[src/rtl/ring_scheduler.sv]
// Four-way round-robin arbiter with a one-hot rotating ring pointer and a per-award hold limit.
// Grants are held until release or timeout, then handed to the next requester in ring order.
module ring_scheduler #(
  parameter int unsigned MAX_HOLD = 8
) (
  input  logic       clk,
  input  logic       reset,
  input  logic [3:0] req,
  output logic [3:0] grant,
  output logic [1:0] grant_id,
  output logic       busy,
  output logic       expired,
  output logic [3:0] ptr_out
);

  typedef enum logic [0:0] {StIdle, StGrant} state_e;

  localparam logic [7:0] MaxHold8 = 8'(MAX_HOLD);

  state_e     r_state;
  logic [3:0] r_grant;
  logic [1:0] r_grant_id;
  logic       r_expired;
  logic [3:0] r_ptr;
  logic [7:0] r_hold_cnt;

  state_e     w_state_nxt;
  logic [3:0] w_grant_nxt;
  logic [1:0] w_grant_id_nxt;
  logic       w_expired_nxt;
  logic [3:0] w_ptr_nxt;
  logic [7:0] w_hold_cnt_nxt;

  logic [3:0] w_ptr_rot;
  logic [2:0] w_pick_cur;
  logic [2:0] w_pick_rot;
  logic       w_release;
  logic       w_timeout;

  function automatic logic [1:0] f_onehot_idx(input logic [3:0] oh);
    logic [1:0] idx;
    idx = 2'd0;
    unique case (oh)
      4'b0001: idx = 2'd0;
      4'b0010: idx = 2'd1;
      4'b0100: idx = 2'd2;
      4'b1000: idx = 2'd3;
      default: idx = 2'd0;
    endcase
    return idx;
  endfunction

  // Returns {found, index}: first set request bit scanning left from the pointer, with wrap.
  function automatic logic [2:0] f_pick(input logic [3:0] req_v, input logic [3:0] ptr_v);
    logic [1:0] base;
    logic [7:0] dbl;
    logic [3:0] rot;
    logic [1:0] off;
    base = f_onehot_idx(ptr_v);
    dbl  = {req_v, req_v} >> base;
    rot  = dbl[3:0];
    if (rot[0])      off = 2'd0;
    else if (rot[1]) off = 2'd1;
    else if (rot[2]) off = 2'd2;
    else             off = 2'd3;
    return {|rot, base + off};
  endfunction

  assign w_ptr_rot  = {r_grant[2:0], r_grant[3]};
  assign w_pick_cur = f_pick(req, r_ptr);
  assign w_pick_rot = f_pick(req, w_ptr_rot);
  assign w_release  = ~req[r_grant_id];
  assign w_timeout  = req[r_grant_id] && (r_hold_cnt == MaxHold8);

  always_comb begin
    w_state_nxt    = r_state;
    w_grant_nxt    = r_grant;
    w_grant_id_nxt = r_grant_id;
    w_expired_nxt  = 1'b0;
    w_ptr_nxt      = r_ptr;
    w_hold_cnt_nxt = r_hold_cnt;
    unique case (r_state)
      StIdle: begin
        if (|req) begin
          w_grant_nxt    = 4'b0001 << w_pick_cur[1:0];
          w_grant_id_nxt = w_pick_cur[1:0];
          w_hold_cnt_nxt = 8'd1;
          w_state_nxt    = StGrant;
        end
      end
      StGrant: begin
        if (w_release || w_timeout) begin
          w_ptr_nxt     = w_ptr_rot;
          w_expired_nxt = w_timeout;
          if (w_pick_rot[2]) begin
            w_grant_nxt    = 4'b0001 << w_pick_rot[1:0];
            w_grant_id_nxt = w_pick_rot[1:0];
            w_hold_cnt_nxt = 8'd1;
          end else begin
            w_grant_nxt    = 4'b0000;
            w_grant_id_nxt = 2'd0;
            w_hold_cnt_nxt = 8'd0;
            w_state_nxt    = StIdle;
          end
        end else begin
          w_hold_cnt_nxt = r_hold_cnt + 8'd1;
        end
      end
      default: begin
        w_state_nxt    = StIdle;
        w_grant_nxt    = 4'b0000;
        w_grant_id_nxt = 2'd0;
        w_hold_cnt_nxt = 8'd0;
      end
    endcase
  end

  always_ff @(posedge clk) begin
    if (!reset) begin
      r_state    <= StIdle;
      r_grant    <= 4'b0000;
      r_grant_id <= 2'd0;
      r_expired  <= 1'b0;
      r_ptr      <= 4'b0001;
      r_hold_cnt <= 8'd0;
    end else begin
      r_state    <= w_state_nxt;
      r_grant    <= w_grant_nxt;
      r_grant_id <= w_grant_id_nxt;
      r_expired  <= w_expired_nxt;
      r_ptr      <= w_ptr_nxt;
      r_hold_cnt <= w_hold_cnt_nxt;
    end
  end

  assign grant    = r_grant;
  assign grant_id = r_grant_id;
  assign busy     = |r_grant;
  assign expired  = r_expired;
  assign ptr_out  = r_ptr;

endmodule

[config.mk]
export PLATFORM = sky130hd
export DESIGN_NAME = ring_scheduler
export DESIGN_NICKNAME = d
export VERILOG_FILES = /design/src/rtl/ring_scheduler.sv
export SDC_FILE = /design/constraint.sdc
export NUM_CORES = 1
export LEC_CHECK = 0
export ABC_AREA = 1
export CAP_MARGIN = 10
export CELL_PAD_IN_SITES_DETAIL_PLACEMENT = 0
export CELL_PAD_IN_SITES_GLOBAL_PLACEMENT = 1
export CORE_MARGIN = 3
export CORE_UTILIZATION = 39
export DETAILED_ROUTE_END_ITERATION = 12
export GPL_TIMING_DRIVEN = 0
export PLACE_DENSITY_LB_ADDON = 0.1
export SYNTH_ARGS = -nofsm -noshare
export SYNTH_HDL_FRONTEND = slang
export SYNTH_SLANG_ARGS = --single-unit
[constraint.sdc]
create_clock -name clk -period 4 [get_ports clk]
set_input_delay 0.4 -clock clk [delete_from_list [all_inputs] [get_ports clk]]
set_output_delay 0.4 -clock clk [all_outputs]
set_load 0.03 [all_outputs]
==> reports/results.txt <==
The run finished with clean final reports. The internal power of the cells totals 0.617 mW. The total overflow left after global routing is 0. The first-pass iteration count of the detailed router is 4, and the power per cell area is 689 mW/mm².

After clock tree synthesis, the repair step resized 0 gates. Dividing the detail-routed wire length by the instance count gives 11.5 µm. The area share of the leading cell type in the synthesized netlist was 26.5%.

For the number of antenna violations at the first check in global routing, the log shows 0. Setup violations remaining at the end of the flow were counted as 0. The run gives 24.1% as the sequential power share. The power consumption was 1.24 mW; the via count was 1,451.

The number of buffers between clock root and the deepest sink was 2. The tools report the worst flop-to-flop path startpoint as grant[1]$_SDFFE_PN0P_. For this run, the slowest stage of the critical path takes 480 ps. Tracing the worst setup path back leads to its startpoint at grant[1]$_SDFFE_PN0P_. For this design the total switching power over the nets is 0.621 mW. After synthesis, the share of flip-flops with an asynchronous set or reset is 0%.

The depth of the worst hold-timing path was 2. 0 antenna diodes ended up in the layout. Input and output buffers added on the ports amount to 17. The number of hold buffers added after CTS was 0.

Across the run, the number of max-cap violations was 0. For flop-to-flop paths, the worst setup slack is 1780 ps. The ratio of final minimum period to clock period was 55.6%; the arrival time reported for the critical path endpoint was 2380 ps. The logs give 22 for the number of placement rows and 0 for the remaining design rule violation count.

After routing the design area is 0.00180 mm². The tools report the clock tree root driver cell as clkbuf_8. STA classifies the critical path endpoint as a flip-flop. For the number of H-tree branching levels, the log shows 1. The hold violation count in the final report is 0.

For the pin with the worst max-slew slack, the measured transition is 376 ps. The tools report the net total in the final layout as 260. The critical path start-end classification was flip-flop to flip-flop. For the worst setup path, the data required time is 4160 ps. The run gives 0.00466 mm² as the area enclosed by the die boundary. Of the total power, the share spent switching nets is 50.2%. In this run the critical register-to-register path is captured at grant[3]$_SDFFE_PN0P_. Entering global routing, the biggest net connects 12 pins. The initial standard-cell utilization of the core is 41.0%, and the first-pass GRT wire length is 5.87 mm.

In the synthesized netlist, the number of instances is 228. Of the cells placed in the final design, the portion with a size suffix greater than 1 is 16.1%. TritonCTS built the clock tree. Per report_power, the combinational group accounts for 63.7% of the total. For the final-layout worst hold slack, the log shows 480 ps. The relative area change from synthesis to final layout is 18.9%, and the net count after synthesis is 238. After detailed routing, the total wire length is 3.43 mm.

Measured against its own limit, the worst slew margin works out to 74.7%. The element type at the critical path start is a flip-flop. In this run the vertical extent of the chip is 68.3 µm. The run gives 2.25 ps as the clock tree skew after final layout. In the post-route analysis, the smallest setup slack over all paths is 1780 ps. For the distinct cell type count after synthesis, the log shows 34.

The smallest clock period supported by the final layout is computed as 2220 ps. Of the synthesized area, sequential elements account for 26.5%. The signal on the critical path passes through nor2_1, nand2_2, nand2_1, inv_1, nor2_1, a31oi_1, a32oi_1, ha_1, nand2_1, inv_1, nand3_1, nand3_1, nand2_1, inv_1.

After detailed placement, the total cell area comes to 0.00174 mm². In the post-synthesis netlist, the biggest area contributors are dfxtp_1 (26%), nand2_1 (13%), nand3_1 (8.9%). Among all stages on the critical path, the largest delay is contributed by dfxtp_1. The logs give 1,275 for the via count of the first global-routing pass and 16.5% for the combined global-route utilization of all metal layers. For the first-iteration detailed-routing DRC count, the log shows 58.

The logs give 18 for the I/O pin total and 1530 ps for the post-place setup slack. The tightest min-delay check is of the flip-flop to flip-flop type. The run gives 3 as the total clock buffers created by CTS.

The die boundary width was 68.3 µm; the worst voltage drop across the vdd grid was 0.320 mV. The highest fanout seen on the critical path was 6. The final max-slew violation count came out at 0. The clock latency on the worst-skew pair was 250 ps; the number of warning messages in the yosys log was 0. Number of vias per cell after detailed routing: 4.89. The clock transition at the registers of the reported paths was 70 ps; the number of sinks driven by the clock tree was 20. Summed over all nets, the half-perimeter wirelength after detailed placement is 2.78 mm. Number of antenna-violating nets in the routed design: 0. The leakage power total is 0.803 nW.

The largest total area in the synthesized netlist belongs to dfxtp_1. Yosys mapped a number of flops with a built-in enable equal to 0. For this run, the leading register cell type out of synthesis is dfxtp_1. The clock network accounts for 12.2% of the total power. The logs give 0 ps for the aggregate negative setup slack and 0.776 for the weighted congestion at the end of routability-driven global placement.

The run gives 0.00151 mm² as the mapped cell area. Counting cells, the worst reg-to-reg path comes to 14. Based on the critical path, the design can be clocked at up to 0.450 GHz. After clock tree synthesis, the setup repair step added 0 buffers. The synthesis-stage register bit count came out at 20.

The tools report the start point of the worst hold path as r_hold_cnt[6]$_SDFFE_PN0P_. Hold path endpoint: r_hold_cnt[6]$_SDFFE_PN0P_. Setup repair after global routing left no endpoint under its margin. In this run the standard cell core region covers 0.00369 mm². Each instance of the synthesized netlist takes up on average 6.63 µm².
[per-layer routing]
| metal | GRT usage, % | vias up | wire (µm) |
|---|---|---|---|
| li1 | - | 787 | - |
| met1 | 23.0 | 627 | 1700 |
| met2 | 27.0 | 33 | 1530 |
| met3 | 3.12 | 4 | 176 |
| met4 | 2.23 | 0 | 22 |
| met5 | 0 | - | 0 |
[how the worst max path moves through the flow]
| stage | end | slack (ps) | cells after the start |
|---|---|---|---|
| floorplan | grant[0]$_SDFFE_PN0P_ | 1880 | 14 |
| finish | grant[3]$_SDFFE_PN0P_ | 1780 | 14 |
| global route | grant[0]$_SDFFE_PN0P_ | 1460 | 13 |
| detailed placement | grant[3]$_SDFFE_PN0P_ | 1530 | 14 |
| CTS | grant[3]$_SDFFE_PN0P_ | 1760 | 14 |
| global placement | grant[3]$_SDFFE_PN0P_ | 1520 | 14 |
[state kept, by name, summed over array words and instances, names as in the netlist]
register    count
ptr_out         4
r_hold_cnt      8
grant           4
r_state         1
expired         1
grant_id        2
[power by group through the flow]
stage	registers, mW	logic (mW)	clock network [mW]
after CTS	0.300	0.796	0.155
after detailed placement	0.304	0.792	0
final	0.298	0.789	0.151
after floorplan	0.367	0.514	0
after global placement	0.305	0.798	0
after global routing	0.308	0.883	0.167
[cells in the final DEF, fill, tap and decap left out, types with 2 or more instances in the layout]
master	Yosys	layout
o21ai_0	6	6
nand2_4	4	4
clkbuf_8	0	4
inv_1	32	32
nor2_2	5	5
nand4_1	4	4
nand3b_1	2	2
ha_1	4	4
nand3_1	27	27
xor2_1	2	2
nand2_2	11	11
a21oi_1	17	17
nor3_1	2	2
nand3_2	4	4
clkdlybuf4s50_1	0	17
o21ai_1	2	2
nor2_1	14	14
inv_2	2	2
nand2_1	54	54
dfxtp_1	20	20
[synth_stat cells, types with 2 or more instances]
cell type  count
dfxtp_1       20
nand3_1       27
nand4_1        4
o21ai_1        2
o21ai_0        6
inv_2          2
xor2_1         2
nand3b_1       2
a21oi_1       17
nor2_2         5
nand2_1       54
nand2_2       11
nor2_1        14
nor3_1         2
inv_1         32
ha_1           4
nand3_2        4
nand2_4        4
[area by class of cell]
cell class	instances	area, µm²
Fill cell	393	1890
Multi-Input combinational cell	171	970
Sequential cell	20	400
Timing Repair Buffer	17	170
Inverter	36	138
Tap cell	48	60.1
Clock buffer	4	55.1
Buffer	1	5.00
[critical path: cells and delay by family (launching register included)]
| family | cells | cell delay [ps] |
|---|---|---|
| AOI/OAI and AO/OA | 2 | 270 |
| adders and majority gates | 1 | 320 |
| buffers and inverters | 3 | 250 |
| DFF | 1 | 480 |
| and+or+nand+nor | 8 | 810 |
[stage by stage]
stage	instances	util, %
after global placement	293	47.3
final	297	48.7
after CTS	297	48.7
after global routing	297	48.7
after floorplan	228	-
after detailed placement	293	47.3
[logic make-up after synthesis]
family / count (synthesis) / synth area share [%]
and+or+nand+nor: 132 / 45.7
buffers and inverters: 37 / 9.43
AOI/OAI and AO/OA: 33 / 14.0
DFF: 20 / 26.5
adders and majority gates: 4 / 3.31
xor gates and xnor gates: 2 / 1.16
(Power assumes the default switching activity.)
